--- config.mk ---
export PLATFORM = sky130hd
export DESIGN_NAME = bus_arbiter
export DESIGN_NICKNAME = d
export VERILOG_FILES = /design/src/rtl/bus_arbiter_pkg.sv /design/src/rtl/bus_arbiter_rr_pick.sv /design/src/rtl/bus_arbiter.sv
export SDC_FILE = /design/constraint.sdc
export NUM_CORES = 1
export LEC_CHECK = 0
export CORE_UTILIZATION = 35
export CTS_BUF_LIST = sky130_fd_sc_hd__clkbuf_8 sky130_fd_sc_hd__clkbuf_16
export DETAILED_ROUTE_END_ITERATION = 6
export HOLD_SLACK_MARGIN = 0.08
export PLACE_DENSITY = 0.69
export SYNTH_ARGS = -nofsm -noshare
export SYNTH_HDL_FRONTEND = slang
export SYNTH_SLANG_ARGS = --single-unit
--- constraint.sdc ---
create_clock -name clk -period 2.42 [get_ports clk]
set_input_delay 0.242 -clock clk [delete_from_list [all_inputs] [get_ports clk]]
set_output_delay 0.242 -clock clk [all_outputs]
set_load 0.01 [all_outputs]
--- src/rtl/bus_arbiter_pkg.sv ---
// rtl/bus_arbiter_pkg.sv - shared state encodings and default sizes for the bus arbiter
package bus_arbiter_pkg;

  // Arbiter FSM states; encodings are shared with the Buffer parents
  typedef enum logic [1:0] {
    ST_IDLE  = 2'b00,
    ST_GRANT = 2'b01,
    ST_TURN  = 2'b10
  } state_t;

  // Defaults shared with the Buffer parents
  localparam int DEF_N        = 4;
  localparam int DEF_IDW      = 2;
  localparam int DEF_BIT      = 4;
  localparam int DEF_MAX_HOLD = 4;

endpackage

--- src/rtl/bus_arbiter_rr_pick.sv ---
// rtl/bus_arbiter_rr_pick.sv - rotating-priority search starting just after the last owner
module bus_arbiter_rr_pick
  import bus_arbiter_pkg::*;
#(
  parameter int N   = DEF_N,
  parameter int IDW = DEF_IDW
) (
  input  logic [N-1:0]   req,
  input  logic [IDW-1:0] last,
  output logic           found,
  output logic [IDW-1:0] idx
);

  // Candidate index, one bit wider so last+i can be reduced modulo N
  logic [IDW:0] j;

  // Scan last+1, last+2, ... modulo N; the first set request wins
  always_comb begin
    found = 1'b0;
    idx   = '0;
    j     = '0;
    for (int i = 1; i <= N; i++) begin
      j = {1'b0, last} + (IDW+1)'(i);
      if (j >= (IDW+1)'(N)) begin
        j = j - (IDW+1)'(N);
      end
      if (!found && req[j[IDW-1:0]]) begin
        found = 1'b1;
        idx   = j[IDW-1:0];
      end
    end
  end

endmodule

--- src/rtl/bus_arbiter.sv ---
// rtl/bus_arbiter.sv - round-robin owner selection, turnaround insertion and bus capture
module bus_arbiter
  import bus_arbiter_pkg::*;
#(
  parameter int N        = DEF_N,
  parameter int IDW      = DEF_IDW,
  parameter int BIT      = DEF_BIT,
  parameter int MAX_HOLD = DEF_MAX_HOLD
) (
  input  logic           clk,
  input  logic           rst_n,
  input  logic [N-1:0]   req,
  input  logic [BIT-1:0] bus,
  output logic [N-1:0]   en,
  output logic [IDW-1:0] gnt_id,
  output logic [BIT-1:0] data_out,
  output logic [IDW-1:0] src_out,
  output logic           valid_out
);

  // Counter is wide enough to reach MAX_HOLD without wrapping
  localparam int CW = $clog2(MAX_HOLD) + 1;

  state_t         state;
  logic [CW-1:0]  cnt;
  logic [IDW-1:0] last;
  logic           pick_found;
  logic [IDW-1:0] pick_idx;

  bus_arbiter_rr_pick #(
    .N   (N),
    .IDW (IDW)
  ) u_pick (
    .req   (req),
    .last  (last),
    .found (pick_found),
    .idx   (pick_idx)
  );

  // Arbiter FSM: grant, hold up to MAX_HOLD captures, then one dead cycle before the next owner
  always_ff @(posedge clk or negedge rst_n) begin
    if (!rst_n) begin
      state     <= ST_IDLE;
      en        <= '0;
      gnt_id    <= '0;
      cnt       <= '0;
      last      <= IDW'(N-1);
      data_out  <= '0;
      src_out   <= '0;
      valid_out <= 1'b0;
    end else begin
      valid_out <= 1'b0;
      case (state)
        ST_IDLE, ST_TURN: begin
          if (pick_found) begin
            state  <= ST_GRANT;
            en     <= N'(1) << pick_idx;
            gnt_id <= pick_idx;
            cnt    <= '0;
          end else begin
            state <= ST_IDLE;
            en    <= '0;
          end
        end
        ST_GRANT: begin
          data_out  <= bus;
          src_out   <= gnt_id;
          valid_out <= 1'b1;
          cnt       <= cnt + 1'b1;
          // The capture on the releasing edge still counts as a valid beat
          if (!req[gnt_id] || cnt == CW'(MAX_HOLD-1)) begin
            state <= ST_TURN;
            en    <= '0;
            last  <= gnt_id;
          end
        end
        default: begin
          state <= ST_IDLE;
          en    <= '0;
        end
      endcase
    end
  end

endmodule

# After elaboration in Yosys (flattened, before gate mapping)
# Cells that the tools add are included.
# word_totals
regBits	20
latch_bits	0
ram_bits	0
mem_bits_ro	0
inputBits	10
output_inout_bits	13
elab_cells	77
mem_count	0
# classes
add_sub_neg	9
mul	0
div	0
magnitude_cmp	9
eq_ne	5
shifts	1
muxes	31
n_bitwise	0
n_reduce_logical	14
# op_table
cell	n
$mux 2	9
$lt 2x3->1 const B	5
$ge 3x3->1 const B	4
$mux 1	11
$bmux 1 s2	5
$mux 4	2
$pmux 4 s2	1
$sub 2x1->2 const B	4
$add 2x2->3 const B	2
$pmux 3 s2	1
$reduce_and 2->1	3
$logic_not 1->1	4
$ne 2x2->1 const B	2
$pmux 2 s2	1
$shl 1x2->4 const A	1
$add 2x1->3 const B	1
$add 2x3->3 const B	1
$add 3x1->3 const B	1
$eq 3x2->1 const B	1
$logic_and 1x1->1	3
$mux 3	1
$eq 2x1->1 const B	1
$eq 2x2->1 const B	1
$logic_not 2->1	1
3 further kinds	3

# Longest topological paths before layout
# depth
ltp_word	18
mapped_depth	5
depth_no_buf	5

# By module
# From an unflattened synthesis, not the netlist that was laid out.
# unflattened
hier_cells	95
area_unflattened_um2	988.4
# by_module_without_submodules
mod	instances	cells_per_inst	area_each_um2	seq_area_each_um2
bus_arbiter	1	81	897.1	503.0
bus_arbiter_rr_pick	1	14	91.3	0.0

# Worst setup path before layout
# Ideal clock, no wire load.
# synth_timing
path_kind	register to register
from	register gnt_id[0]
to	register last[0]
setup_time_ns	0.082
arrival_time_ns	1.497
required_time_ns	2.338
slack_ns	0.841
stages_incl_launch_ff	5
n_path_buf	0
synth_period_minus_slack_ns	1.579
path_cell_list	dfrtp_1 > mux4_2 > nor2b_4 > nor2_4 > mux2_2
# synth_via
elab_chain_cells	5
# synth_lines
element	line	text
start: declaration	bus_arbiter.sv:15	output logic [IDW-1:0] gnt_id,
start signal: assignment	bus_arbiter.sv:58	gnt_id <= pick_idx;
$bmux 1 s2	bus_arbiter.sv:71	if (!req[gnt_id] || cnt == CW'(MAX_HOLD-1)) begin
$mux 1 (not written as such)	bus_arbiter.sv:71	
$logic_not 1->1	bus_arbiter.sv:71	
$logic_or 1x1->1	bus_arbiter.sv:71	
$reduce_and 2->1 (no source line)	-	
end signal: assignment	bus_arbiter.sv:47	last <= IDW'(N-1);
end signal: assignment	bus_arbiter.sv:74	last <= gnt_id;
end: declaration	bus_arbiter.sv:26	logic [IDW-1:0] last;
# Parallel ways exist; a longest one is shown, timed or not. The select of a mux whose other input is x is not followed.
# A chain may end at the register's enable or synchronous reset.

# Final worst setup path
# layout_timing
from	input port req[3]
to	register last[0]
# layout_via
elab_chain_cells	5
# layout_lines
element	line	text
start: declaration	bus_arbiter.sv:12	input logic [N-1:0] req,
$bmux 1 s2	bus_arbiter.sv:71	
$mux 1 (not written as such)	bus_arbiter.sv:71	
$logic_not 1->1	bus_arbiter.sv:71	
$logic_or 1x1->1	bus_arbiter.sv:71	
$reduce_and 2->1 (no source line)	-	
# Every way passes these cells. The select of a mux whose other input is x is not followed.

==> impl_metrics.sql <==
INSERT INTO impl_metrics (metric_group, metric, value, unit) VALUES
('run_status', 'status', 'completed', ''),
('timing', 'final_hold_violating_endpoints', '0', ''),
('floorplanning', 'placementRows', '18', ''),
('yosys', 'synth_area', '918', 'um^2'),
('route', 'drt-vias-per-instance', '5.11', ''),
('yosys', 'number_of_synthesized_flops_with_an_enable_pin', '0', ''),
('finish', 'nFillCells', '238', ''),
('timing', 'grt_setup_unrepaired', 'no', ''),
('power_and_ir_drop', 'peakVddDrop', '0.782', 'mV'),
('critical_path', 'timing.critical_path.required', '2.60', 'ns'),
('clock_tree', 'cts.sink_count', '20', ''),
('yosys', 'synth.area.top_cells', 'dfrtp_1 (49%), nand2_1 (9.4%), dfstp_2 (5.7%), ha_1 (2.7%), nand2b_1 (2.7%)', ''),
('yosys', 'synth_top_cells_by_count', 'nand2_1 (23), dfrtp_1 (18), o21ai_0 (5)', ''),
('placed_design', 'placed_area', '1180', 'um^2'),
('route', 'route.vias.total', '715', ''),
('yosys', 'synth_async_sr_flop_share', '100', '%'),
('clock_tree', 'tritoncts', 'built', ''),
('global_route', 'overflow', '0', ''),
('yosys', 'synthMostInstantiatedCell', 'nand2_1', ''),
('floorplanning', 'die_area', '2830', 'um^2'),
('timing', 'tns', '0', 'ns'),
('floorplanning', 'top_level_ports', '23', ''),
('hold_path', 'type_of_the_worst_min_delay_path', 'input pin to asynchronous set/reset pin', ''),
('critical_path', 'crit_path_start', 'req[3]', ''),
('critical_path', 'start_kind', 'input pin', ''),
('finish', 'drive_above_1_share', '13.6', '%'),
('floorplanning', 'die_y', '53.2', 'um'),
('power_and_ir_drop', 'power.leakage', '0.000544', 'uW'),
('floorplanning', 'initial_core_util', '37.1', '%'),
('yosys', 'distinct_cell_type_count_of_the_synthesized_netlist', '31', ''),
('timing', 'achievable-frequency', '596', 'MHz'),
('clock_tree', 'cts_inserted_buffers', '3', ''),
('yosys', 'postSynthAreaPerCell', '10.9', 'um^2'),
('global_route', 'grt_pass1_vias', '674', ''),
('yosys', 'post_synth_inst_count', '84', ''),
('placed_design', 'post-dp-hpwl', '1400', 'um'),
('timing', 'timing_max_transition_violations_final', '0', ''),
('timing', 'skew', '0.00485', 'ns'),
('timing', 'timing.slew.headroom', '63.0', '%'),
('timing', 'finalSetupViolations', '0', ''),
('yosys', 'seq_area_frac_synth', '54.8', '%'),
('finish', 'final_net_count', '123', ''),
('placed_design', 'port_buffers', '22', ''),
('clock_tree', 'cts_resized', '0', ''),
('global_route', 'maximum_number_of_pins_on_one_net_before_global_route_repair', '21', ''),
('clock_tree', 'post_cts_hold_buffer_count', '0', ''),
('route', 'detail_route.wl_per_cell', '13.7', 'um'),
('clock_tree', 'cts_max_path_buffers', '2', ''),
('placed_design', 'finalWeightedCongestion', '0.781', ''),
('critical_path', 'worstReg2RegStart', 'gnt_id[0]', ''),
('global_route', 'first_pass_grt_wire_length', '3110', 'um'),
('timing', 'layout_worst_path_cycle_share', '69.3', '%'),
('finish', 'postLayoutCellArea', '1230', 'um^2'),
('critical_path', 'ff2ff_path_depth', '4', ''),
('yosys', 'yosysTopAreaCell', 'dfrtp_1', ''),
('floorplanning', 'core-area', '2480', 'um^2'),
('global_route', 'grtUsageTotal', '16.1', '%'),
('critical_path', 'reg2reg_setup_slack', '0.77', 'ns'),
('yosys', 'mappedNetlistNets', '96', ''),
('yosys', 'dominantRegCellSynth', 'dfrtp_1', ''),
('floorplanning', 'die_x', '53.2', 'um'),
('critical_path', 'crit_path_max_fanout', '6', ''),
('critical_path', 'timing.critical_path.to_type', 'flip-flop', ''),
('route', 'route.final.wire_length', '1920', 'um'),
('critical_path', 'crit_arrival', '1.86', 'ns'),
('clock_tree', 'root_buffer_master', 'clkbuf_8', ''),
('global_route', 'grt_antenna_before_repair', '0', ''),
('power_and_ir_drop', 'power-per-cell-area', '1310', 'nW/um^2'),
('clock_tree', 'clkTransAtPathRegs', '0.07', 'ns'),
('finish', 'area_growth_syn_to_layout', '33.7', '%'),
('route', 'first_pass_iters', '4', '');
==> area by class of cell <==
cell class                 count  area, um^2  area share (%)
clock inverter                 1        3.75           0.306
inverter                       2        7.51           0.612
clock buffer                   3        41.3            3.36
sequential                    20         503            41.0
tap                           30        37.5            3.06
multi-input combinational     60         399            32.5
timing repair buffer          24         235            19.2
==> critical path, cell delays in order <==
cell and delay, ns:
clkdlybuf4s50_1 0.50, mux4_2 0.51, nor2b_4 0.16, nor2_4 0.10, mux2_2 0.35
==> metal layers <==
metal | vias to the layer above | routed length [um] | track usage [%]
li1 | 345 | - | -
met1 | 351 | 907 | 20.9
met2 | 14 | 895 | 23.5
met3 | 5 | 80 | 6.32
met4 | 0 | 36 | 6.58
met5 | - | 0 | 0
==> through the flow <==
stage	setup slack, ns	hold WS, ns	instances	power (uW)	util, %
2_1_floorplan	0.841	-0.0536	84	1050	-
3_3_place_gp	0.521	0.462	136	1370	47.7
3_5_place_dp	0.483	0.467	136	1400	47.7
4_1_cts	0.755	0.320	140	1630	49.5
5_1_grt	0.696	0.351	140	1730	49.5
6_report	0.744	0.309	140	1610	49.5
==> where the power goes <==
group,switching [uW],internal (uW),leakage [uW],total (uW)
clock network,106,113,0.0000269,219
registers,117,505,0.000248,622
logic,369,403,0.000269,773
==> worst max path at each step <==
stage,endpoint,cells after the start
floorplan,last[0],4
finish,last[0],5
detailed placement,last[0],5
global placement,last[1],5
CTS,last[0],5
global route,last[0],5
==> kinds of logic (layout without fill, tap and decap cells) <==
kind of cell | after synthesis | count (layout) | share of synthesized area (%)
muxes | 4 | 4 | 5.99
AOI/OAI and AO/OA | 16 | 16 | 12.3
DFF | 20 | 20 | 54.8
and+or+nand+nor | 38 | 38 | 22.5
adders and majority gates | 2 | 2 | 2.72
buffers and inverters | 4 | 30 | 1.77
==> state kept, by name (all words and copies together) (netlist names) <==
signal and flops:
src_out 2, valid_out 1, state 2, gnt_id 2, last 2, data_out 4, cnt 3, en 4
==> layout by cell type, fill, tap and decap left out, types with 2 or more instances in the layout <==
master and instances:
inv_1 2, mux2_2 2, dfstp_2 2, clkbuf_8 3, buf_4 2, a21oi_1 2, dfrtp_1 18, a22o_1 2
o21ai_0 5, nand2b_1 4, nand3_1 2, ha_1 2, nand2_1 23, clkdlybuf4s50_1 22, o2bb2ai_1 2
Power figures use the tool's default switching activity.
